## config.mk

```make
export PLATFORM = sky130hd
export DESIGN_NAME = hash_loader_flat
export DESIGN_NICKNAME = d
export VERILOG_FILES = /design/src/rtl/reorder_pkg.sv /design/src/rtl/hash_loader_if.sv /design/src/rtl/hash_word_assembler.sv /design/src/rtl/hash_loader.sv /design/src/flat_wrapper.sv
export SDC_FILE = /design/constraint.sdc
export NUM_CORES = 1
export LEC_CHECK = 0
export ABC_AREA = 1
export CORE_AREA = 2 2 305 307
export DETAILED_ROUTE_END_ITERATION = 12
export DIE_AREA = 0 0 307 309
export PLACE_DENSITY = 0.48
export SETUP_SLACK_MARGIN = 0.1
export SYNTH_ARGS = -nofsm -noshare
export SYNTH_HDL_FRONTEND = slang
export SYNTH_HIERARCHICAL = 1
export SYNTH_SLANG_ARGS = --single-unit
```

## constraint.sdc

```tcl
create_clock -name clk -period 5.1 [get_ports clk]
set_input_delay 1.53 -clock clk [delete_from_list [all_inputs] [get_ports clk]]
set_output_delay 1.53 -clock clk [all_outputs]
set_load 0.05 [all_outputs]
```

## src/rtl/reorder_pkg.sv

```systemverilog
// Shared types and sizing for the image reordering engine's hash loader.
package reorder_pkg;
  localparam int HASH_W         = 256;
  localparam int WORD_W         = 32;
  localparam int IDX_W          = 16;
  localparam int WORDS_PER_HASH = HASH_W / WORD_W;
  localparam int WCNT_W         = (WORDS_PER_HASH > 1) ? $clog2(WORDS_PER_HASH) : 1;

  typedef logic [HASH_W-1:0] hash_t;
  typedef logic [WORD_W-1:0] word_t;
  typedef logic [IDX_W-1:0]  idx_t;
  typedef logic [WCNT_W-1:0] wcnt_t;

  typedef enum logic [1:0] {IDLE, COLLECT, WRITE, DONE} ld_state_e;
endpackage

```

## src/rtl/hash_loader_if.sv

```systemverilog
// Word stream in and hash memory write port out of the hash loader.
interface hash_loader_if;
  import reorder_pkg::*;

  logic  s_valid;
  logic  s_ready;
  word_t s_data;
  logic  wr_en;
  idx_t  wr_addr;
  hash_t wr_data;

  modport master (output s_valid, s_data, input s_ready, wr_en, wr_addr, wr_data);
  modport slave  (input s_valid, s_data, output s_ready, wr_en, wr_addr, wr_data);
endinterface

```

## src/rtl/hash_word_assembler.sv

```systemverilog
// Collects WORDS_PER_HASH words into one hash; full_o pulses with the last word.
module hash_word_assembler
  import reorder_pkg::*;
(
  input  logic  clk,
  input  logic  reset,
  input  logic  clr_i,
  input  logic  acc_i,
  input  word_t word_i,
  output logic  full_o,
  output hash_t hash_o
);
  localparam wcnt_t LAST = wcnt_t'(WORDS_PER_HASH - 1);

  wcnt_t cnt_q, cnt_d;
  hash_t hash_q, hash_d;

  assign full_o = acc_i && (cnt_q == LAST);
  assign hash_o = hash_q;

  // Words shift in from the top, so word 0 lands in the low slice after the last shift.
  always_comb begin
    cnt_d  = cnt_q;
    hash_d = hash_q;
    if (clr_i) begin
      cnt_d  = '0;
      hash_d = '0;
    end else if (acc_i) begin
      hash_d = {word_i, hash_q[HASH_W-1:WORD_W]};
      cnt_d  = full_o ? '0 : cnt_q + wcnt_t'(1);
    end
  end

  // Word counter and assembly register.
  always_ff @(posedge clk or negedge reset) begin
    if (!reset) begin
      cnt_q  <= '0;
      hash_q <= '0;
    end else begin
      cnt_q  <= cnt_d;
      hash_q <= hash_d;
    end
  end
endmodule

```

## src/rtl/hash_loader.sv

```systemverilog
// Hash loader: assembles 32-bit words into hashes and writes them to the
// hash memory at indices 0..num_images-1, then raises load_done.
// Optional running XOR checksum of accepted words: HASH_LOADER_CKSUM_EN.
module hash_loader
  import reorder_pkg::*;
(
  input  logic         clk,
  input  logic         reset,
  input  logic         start,
  input  idx_t         num_images_in,
  hash_loader_if.slave bus,
  output idx_t         num_images,
  output logic         load_done,
  output logic         busy,
  output word_t        cksum
);
  ld_state_e state_q, state_d;
  idx_t      num_q, img_q, img_d, wr_addr_q;
  hash_t     wr_data_q, asm_hash;
  logic      accept, full, wr_fire, last_img;

  // start wins over a same-cycle handshake and over a pending write.
  assign bus.s_ready = (state_q == COLLECT);
  assign accept      = bus.s_valid && bus.s_ready && !start;
  assign wr_fire     = (state_q == WRITE) && !start;
  assign last_img    = (img_q == num_q - idx_t'(1));

  hash_word_assembler u_asm (
    .clk    (clk),
    .reset  (reset),
    .clr_i  (start),
    .acc_i  (accept),
    .word_i (bus.s_data),
    .full_o (full),
    .hash_o (asm_hash)
  );

  // Next-state logic; start restarts the session from any state.
  always_comb begin
    state_d = state_q;
    img_d   = img_q;
    if (start) begin
      state_d = (num_images_in == '0) ? DONE : COLLECT;
      img_d   = '0;
    end else begin
      case (state_q)
        COLLECT: if (full) state_d = WRITE;
        WRITE: begin
          if (last_img) begin
            state_d = DONE;
          end else begin
            state_d = COLLECT;
            img_d   = img_q + idx_t'(1);
          end
        end
        default: ;
      endcase
    end
  end

  // State register.
  always_ff @(posedge clk or negedge reset) begin
    if (!reset) state_q <= IDLE;
    else        state_q <= state_d;
  end

  // Image counter, latched count and the held copy of the last write.
  always_ff @(posedge clk or negedge reset) begin
    if (!reset) begin
      img_q     <= '0;
      num_q     <= '0;
      wr_addr_q <= '0;
      wr_data_q <= '0;
    end else begin
      img_q <= img_d;
      if (start) num_q <= num_images_in;
      if (wr_fire) begin
        wr_addr_q <= img_q;
        wr_data_q <= asm_hash;
      end
    end
  end

  // Write port shows live values only on the strobe, so an aborted write leaves it untouched.
  assign bus.wr_en   = wr_fire;
  assign bus.wr_addr = wr_fire ? img_q : wr_addr_q;
  assign bus.wr_data = wr_fire ? asm_hash : wr_data_q;

  assign num_images = num_q;
  assign load_done  = (state_q == DONE);
  assign busy       = (state_q == COLLECT) || (state_q == WRITE);

`ifdef HASH_LOADER_CKSUM_EN
  word_t cksum_q;

  // XOR of every word accepted since the last start.
  always_ff @(posedge clk or negedge reset) begin
    if (!reset)      cksum_q <= '0;
    else if (start)  cksum_q <= '0;
    else if (accept) cksum_q <= cksum_q ^ bus.s_data;
  end

  assign cksum = cksum_q;
`else
  assign cksum = '0;
`endif
endmodule

```

## src/flat_wrapper.sv

```systemverilog
// flat-port wrapper written by rule: the top's interface ports become plain ports
module hash_loader_flat import reorder_pkg::*;
  (clk, reset, start, num_images_in, num_images, load_done, busy, cksum, bus_s_valid, bus_s_data, bus_s_ready, bus_wr_en, bus_wr_addr, bus_wr_data);
  hash_loader_if bus_i ();
  input  logic clk;
  input  logic reset;
  input  logic start;
  input  idx_t num_images_in;
  output idx_t num_images;
  output logic load_done;
  output logic busy;
  output word_t cksum;
  input wire logic [$bits(bus_i.s_valid)-1:0] bus_s_valid;
  input wire logic [$bits(bus_i.s_data)-1:0] bus_s_data;
  output wire logic [$bits(bus_i.s_ready)-1:0] bus_s_ready;
  output wire logic [$bits(bus_i.wr_en)-1:0] bus_wr_en;
  output wire logic [$bits(bus_i.wr_addr)-1:0] bus_wr_addr;
  output wire logic [$bits(bus_i.wr_data)-1:0] bus_wr_data;
  assign bus_i.s_valid = bus_s_valid;
  assign bus_i.s_data = bus_s_data;
  assign bus_s_ready = bus_i.s_ready;
  assign bus_wr_en = bus_i.wr_en;
  assign bus_wr_addr = bus_i.wr_addr;
  assign bus_wr_data = bus_i.wr_data;
  hash_loader u_core (.clk(clk), .reset(reset), .start(start), .num_images_in(num_images_in), .bus(bus_i), .num_images(num_images), .load_done(load_done), .busy(busy), .cksum(cksum));
endmodule
```

==> reports/results.txt, run 1 <==
Hold Worst Slack -> 0.475 ns
critical path endpoint category -> primary output
Critical Path, Cell by Cell -> clkdlybuf4s50_1, nor2_4, buf_4, buf_12, buf_4, nand2_1, nand2_1, buf_12
clock root cell -> clkbuf_16
top cells by area, synth -> dfrtp_1, nand2_1, buf_2, buf_4, clkbuf_1
post-route cell area -> 0.0326 sq mm
Leak Pwr -> 17.2 nW
Starting Density -> 24.9%
EDFF count, synth -> 0
slew margin rel. -> 43.2%
metal2 WL -> 32900 um
Total Power -> 11.7 mW
total gr overflow -> 0
later-pin clock latency in the skew report -> 0.61 ns
Mapped Cells -> 2669
clk slew on worst S/H paths -> 0.05 ns
Post-Layout Cell Count -> 4237
DR top layer -> met4
Fin Clk Skew -> 0.0187 ns
DIE WIDTH -> 307 um
Synth Flop Type -> dfrtp_1
vias in the first global route -> 18201
NetSw -> 3.46 mW
Wirelength per Cell -> 17.4 um
1st-iter DRT viols -> 1229
worst path bufs/invs -> 5
CP Data Required Time -> 3.57 ns
post-route minimum period -> 4.87 ns
pin count of the biggest net entering global routing -> 135
cell area after placement -> 0.0303 sq mm
hold-fix buffers at CTS -> 0
Peak Freq -> 205 MHz
Power per Cell Area -> 360 mW/mm^2
register area share after synthesis -> 62.1%
YS warnings -> 6
arrival time worst endpoint -> 3.34 ns
crit-path max cell delay -> 0.47 ns
status -> completed
share of the synthesized area in the top cell type -> 62.1%
sw frac -> 29.5%
final hold violations -> 0
crit share post-route -> 95.4%
initial antenna violation count -> 2
Slew Viols, Final -> 0
PortBufs -> 343
# rows -> 111
die area -> 0.0949 sq mm
worst-margin pin slew -> 0.852 ns
number of nets in the layout -> 3054
Metal-1 WL -> 34500 um
Slowest-stage cell, CP -> clkdlybuf4s50_1
Met3 Wirelength -> 4630 um
part of the power in combinational logic -> 17.1%
largest area contributor in the netlist -> dfrtp_1
CTS Buffer Depth -> 3
sum of net half-perimeters after detailed placement -> 49500 um
Post-Place Cells -> 4107
GPL Wtd Cong -> 0.814
post-route ant nets -> 0
Sink Count -> 565
H-Tree Depth -> 3
RSZ-0062 raised after global routing -> no
Total GRT Usage -> 15.8%
Layout Area Growth over Synthesis -> 43.5%
share of cells above drive strength 1 -> 15.0%
Max-cap violations -> 0
hold crit path type -> flop to flop
distinct cell type count after synthesis -> 35
total CTS buffers -> 72
top cells by count, synth -> nand2_1, dfrtp_1, buf_2, clkbuf_1, inv_1
TritonRoute pass-1 iters -> 5
CP max FO -> 49
Avg Inst Size Synth -> 8.52 sq um
delay-heaviest family, CP -> buffers and inverters
asr flop ratio synth -> 100%
CTS tree -> yes
Int Power -> 8.28 mW
maximum vdd drop -> 0.282 mV
Synth Register Bits -> 565
Fill cells -> 9352
top-count cell post-synth -> nand2_1
Setup CP Type -> primary input to primary output
via count -> 17588
Die H -> 309 um
synthesized area -> 0.0228 sq mm
CORE AREA -> 0.0914 sq mm
clock share of power -> 43.0%
Setup violations, final -> 0
first-pass GRT wire length -> 115000 um
sequential share of power -> 39.9%
final wirelength -> 73700 um
I/O pin count -> 376
detailed-route DRC error count -> 0
Vias/cell -> 4.15
crit path launch type -> primary input
sum of negative setup slack -> 0 ns
[registers in the layout, summed over array words and instances (netlist names)]
register	flops
u_core/u_asm/hash_o	256
u_core/wr_data_q	256
u_core/img_q	16
u_core/num_images	16
u_core/wr_addr_q	16
u_core/u_asm/cnt_q	3
u_core/state_q	2
[kinds of logic (layout without fill, tap and decap cells)]
group | after synthesis | after routing | synth area share, %
XOR/XNOR | 25 | 25 | 0.962
adder cells (fa/ha/maj) | 7 | 7 | 0.385
flip-flops | 565 | 565 | 62.1
buffers and inverters | 216 | 566 | 4.61
AO/OA/AOI/OAI | 29 | 29 | 0.665
other | 1 | 33 | 0.0165
AND/OR/NAND/NOR | 1826 | 1826 | 31.2
[cells in the final DEF, fill, tap and decap left out, types with 17 or more instances in the layout]
cell type           n
nand2_1          1687
dfrtp_1           565
buf_12            294
clkbuf_16          73
clkdlybuf4s50_1    69
inv_1              48
nand3_1            42
nor2_1             39
conb_1             32
buf_4              21
clkbuf_1           19
o21ai_0            19
xor2_1             19
clkbuf_8           17
[metal layers]
metal | track usage (%) | vias to the layer above
met2 | 24.2 | 364
met5 | 0 | -
li1 | - | 8712
met3 | 4.59 | 103
met4 | 4.28 | 0
met1 | 21.6 | 8409
[power by group through the flow]
stage               combinational, mW  sequential (mW)  clock (mW)
floorplan                        1.08             4.78           0
global placement                 2.06             4.76           0
detailed placement               2.05             4.77           0
CTS                              2.06             4.68        5.25
global route                     2.17             4.70        5.42
finish                           2.01             4.68        5.05
[metrics by stage]
step | setup slack [ns] | util [%]
floorplan | 0.0632 | -
global placement | 0.244 | 33.1
detailed placement | 0.237 | 33.1
CTS | 0.226 | 35.7
global route | 0.103 | 35.7
finish | 0.233 | 35.7
[path summary, 6_finish.rpt]
| kind | to | cells past startpoint | slack (ns) | startpoint |
|---|---|---|---|---|
| setup / recovery | bus_wr_data[152] | 8 | 0.23 | start |
| hold / removal | u_core/u_asm/hash_o[4] | 2 | 0.48 | u_core/u_asm/hash_o[4] |
| setup reg to reg | u_core/u_asm/hash_o[61] | 10 | 2.69 | u_core/state_q[1] |
| hold reg to reg | u_core/u_asm/hash_o[4] | 2 | 0.48 | u_core/u_asm/hash_o[4] |
| max in group asynchronous | u_core/u_asm/hash_o[185] | 3 | 3.06 | reset |
| min in group asynchronous | u_core/wr_data_q[249] | 1 | 0.97 | reset |
[tightest hold or removal path, cell delays in order, from the launching register on]
cell and delay [ns]:
dfrtp_1 0.34, nand2_1 0.05, nand2_1 0.05
[timing repair]
item	4_1_cts	5_1_grt
buffers inserted	0	0
gates resized for setup	0	1
endpoints found under the setup margin	0	1
[cell type report]
type	count	area, sq um	share of cell area [%]
sequential	565	14100	43.3
multi-input combinational	1919	7700	23.6
timing repair buffer	386	6780	20.8
clock buffer	109	2130	6.53
tap	1186	1480	4.55
clock inverter	20	209	0.640
inverter	51	199	0.609
antenna	1	2.50	0.00767
Note: power is estimated with default switching activity, not from simulation.
==> run 2, diff against run 1 <==
--- a/config.mk
+++ b/config.mk
@@ -6,10 +6,11 @@
 export NUM_CORES = 1
 export LEC_CHECK = 0
 export ABC_AREA = 1
-export CORE_AREA = 2 2 305 307
+export CORE_AREA = 2 2 279 281
 export DETAILED_ROUTE_END_ITERATION = 12
-export DIE_AREA = 0 0 307 309
-export PLACE_DENSITY = 0.48
+export DIE_AREA = 0 0 281 283
+export PLACE_DENSITY = 0.55
+export REMOVE_ABC_BUFFERS = 1
 export SETUP_SLACK_MARGIN = 0.1
 export SYNTH_ARGS = -nofsm -noshare
 export SYNTH_HDL_FRONTEND = slang
==> run 2 against run 1 <==
  * Clock-buffer cell count decreased by 12
  * Setup slack improved by 0.017 ns
  * Via count decreased by 0.79%
  * Clock skew increased by 0.011 ns
  * Power decreased by 3.4%
  * Register-to-register slack improved by 0.07 ns
  * Final cell count decreased by 3.3%
  * Fmax increased by 0.36%
  * Global-route usage increased by 0.15 points
  * Combinational power about the same
  * Sequential cell count unchanged
  * Die area decreased by 16%
==> reports/results.txt, run 2 (same netlist as run 1, synthesis figures left out) <==
Power per Cell Area -> 350 mW/mm^2 (-2.8%)
crit path launch type -> primary input
worst-margin pin slew -> 0.820 ns (-0.0315 ns)
clock share of power -> 40.8% (-2.2 points)
post-route minimum period -> 4.85 ns (-0.0173 ns)
sw frac -> 29.5% (+0.068 points)
Total GRT Usage -> 15.9% (+0.15 points)
Hold Path Stages -> 2 (unchanged)
sum of negative setup slack -> 0 ns (unchanged)
Inserted Diodes -> 0 (-1)
vias in the first global route -> 17167 (-5.7%)
Reg2Reg Depth -> 10 (unchanged)
number of nets in the layout -> 3068 (+0.46%)
Post-Place Cells -> 3980 (-3.1%)
worst path bufs/invs -> 4 (-1)
Die H -> 283 um (-8.4%)
slew margin rel. -> 45.3% (+2.1 points)
detailed-route DRC error count -> 0 (unchanged)
Int Power -> 7.99 mW (-3.5%)
final hold violations -> 0 (unchanged)
critical path endpoint category -> primary output
CTS Buffer Depth -> 3 (unchanged)
post-route ant nets -> 0 (unchanged)
RSZ-0062 raised after global routing -> no
Util after Layout -> 42.3% (+6.6 points)
crit-path max cell delay -> 0.52 ns (+0.05 ns)
Peak Freq -> 206 MHz (+0.36%)
final wirelength -> 62800 um (-15%)
GPL Wtd Cong -> 0.767 (-5.7%)
hold crit path type -> flop to flop
commonest non-fill, non-tap cell in the layout -> nand2_1
# rows -> 102 (-8.1%)
share of cells above drive strength 1 -> 15.4% (+0.32 points)
CP Data Required Time -> 3.57 ns (about the same)
Post-Layout Cell Count -> 4098 (-3.3%)
Leak Pwr -> 17.2 nW (about the same)
CP most frequent cell -> buf_12
CTS tree -> yes
Slowest-stage cell, CP -> clkdlybuf4s50_1
H-Tree Depth -> 3 (unchanged)
initial antenna violation count -> 0 (-2)
Crit path depth -> 7 (-1)
crit share post-route -> 95.1% (-0.34 points)
part of the power in combinational logic -> 17.9% (+0.8 points)
via count -> 17449 (-0.79%)
Setup violations, final -> 0 (unchanged)
I/O pin count -> 376 (unchanged)
Vias/cell -> 4.26 (+2.6%)
first-pass GRT wire length -> 101000 um (-13%)
maximum vdd drop -> 0.228 mV (-19%)
pin count of the biggest net entering global routing -> 119 (-12%)
hold-fix buffers at CTS -> 0 (unchanged)
setup ws final -> 0.250 ns (+0.0173 ns)
die area -> 0.0795 sq mm (-16%)
total gr overflow -> 0 (unchanged)
total CTS buffers -> 67 (-6.9%)
arrival time worst endpoint -> 3.32 ns (-0.02 ns)
dpl ws -> 0.226 ns (-0.0108 ns)
CP max FO -> 37 (-24%)
Fin Clk Skew -> 0.0298 ns (+0.0111 ns)
NetSw -> 3.35 mW (-3.2%)
delay-heaviest family, CP -> buffers and inverters
CORE AREA -> 0.0767 sq mm (-16%)
sum of net half-perimeters after detailed placement -> 42200 um (-15%)
Slew Viols, Final -> 0 (unchanged)
Setup CP Type -> primary input to primary output
TritonRoute pass-1 iters -> 5 (unchanged)
Post-CTS Setup Inserts -> 0 (unchanged)
clk slew on worst S/H paths -> 0.05 ns (about the same)
status -> completed
clock root cell -> clkbuf_16
later-pin clock latency in the skew report -> 0.60 ns (about the same)
Layout Area Growth over Synthesis -> 42.5%
DIE WIDTH -> 281 um (-8.5%)
Sink Count -> 565 (unchanged)
1st-iter DRT viols -> 1008 (-18%)
sequential share of power -> 41.3% (+1.4 points)
PortBufs -> 343 (unchanged)
most frequent cells in the layout -> nand2_1, dfrtp_1, buf_12
Max-cap violations -> 0 (unchanged)
Wirelength per Cell -> 15.3 um (-12%)
Starting Density -> 29.7% (+4.8 points)
Critical Path, Cell by Cell -> clkdlybuf4s50_1, nor2_4, buf_12, buf_12, nand2_1, nand2_1, buf_12
post-cts sizing count -> 0 (unchanged)
run 2: final cells by class:
type / instances / area (sq um)
clock buffers: 97 / 1930
clock inverters: 21 / 216
fillers: 7472 / 44300
inverters: 51 / 199
multi-input cells: 1919 / 7700
flip-flops and latches: 565 / 14100
well taps: 1040 / 1300
repair buffers: 405 / 6950
run 2: final timing paths:
kind,startpoint,endpoint,slack (ns)
hold / removal,u_core/u_asm/hash_o[3],u_core/u_asm/hash_o[3],0.48
setup / recovery,start,bus_wr_data[104],0.25
max in group asynchronous,reset,u_core/u_asm/hash_o[101],3.14
setup reg to reg,u_core/state_q[1],u_core/u_asm/hash_o[213],2.76
hold reg to reg,u_core/u_asm/hash_o[3],u_core/u_asm/hash_o[3],0.48
min in group asynchronous,reset,u_core/wr_data_q[213],1.00
run 2: routing by layer:
layer	share of wire [%]	global-route usage, %
met4	2.7	4.99
met2	50	26.7
met1	43	20.5
met5	0	0
met3	4.3	3.24
run 2: per-stage QoR:
step	instance area [sq um]	power, mW	hold slack, ns
global route	32400	11.8	0.499
finish	32400	11.3	0.476
global placement	30300	6.82	0.463
detailed placement	30300	6.83	0.465
CTS	32400	11.5	0.480
floorplan	22000	5.75	0.449
run 2: power groups by stage:
stage                     logic (mW)  registers [mW]  clock network [mW]
after global placement          2.06            4.76                   0
final                           2.03            4.68                4.63
after floorplan                0.963            4.78                   0
after global routing            2.18            4.69                4.97
after CTS                       2.07            4.68                4.79
after detailed placement        2.07            4.76                   0
run 2: worst min-delay path: stages, from the launching register on:
cell and delay [ns]:
dfrtp_1 0.34, nand2_1 0.05, nand2_1 0.05
==> run 3, diff against run 2 <==
--- a/config.mk
+++ b/config.mk
@@ -11,7 +11,6 @@
 export DIE_AREA = 0 0 281 283
 export PLACE_DENSITY = 0.55
 export REMOVE_ABC_BUFFERS = 1
-export SETUP_SLACK_MARGIN = 0.1
 export SYNTH_ARGS = -nofsm -noshare
 export SYNTH_HDL_FRONTEND = slang
 export SYNTH_HIERARCHICAL = 1
==> results of run 3 <==
Same layout as run 2: the final DEF is identical, and so are final timing and power.
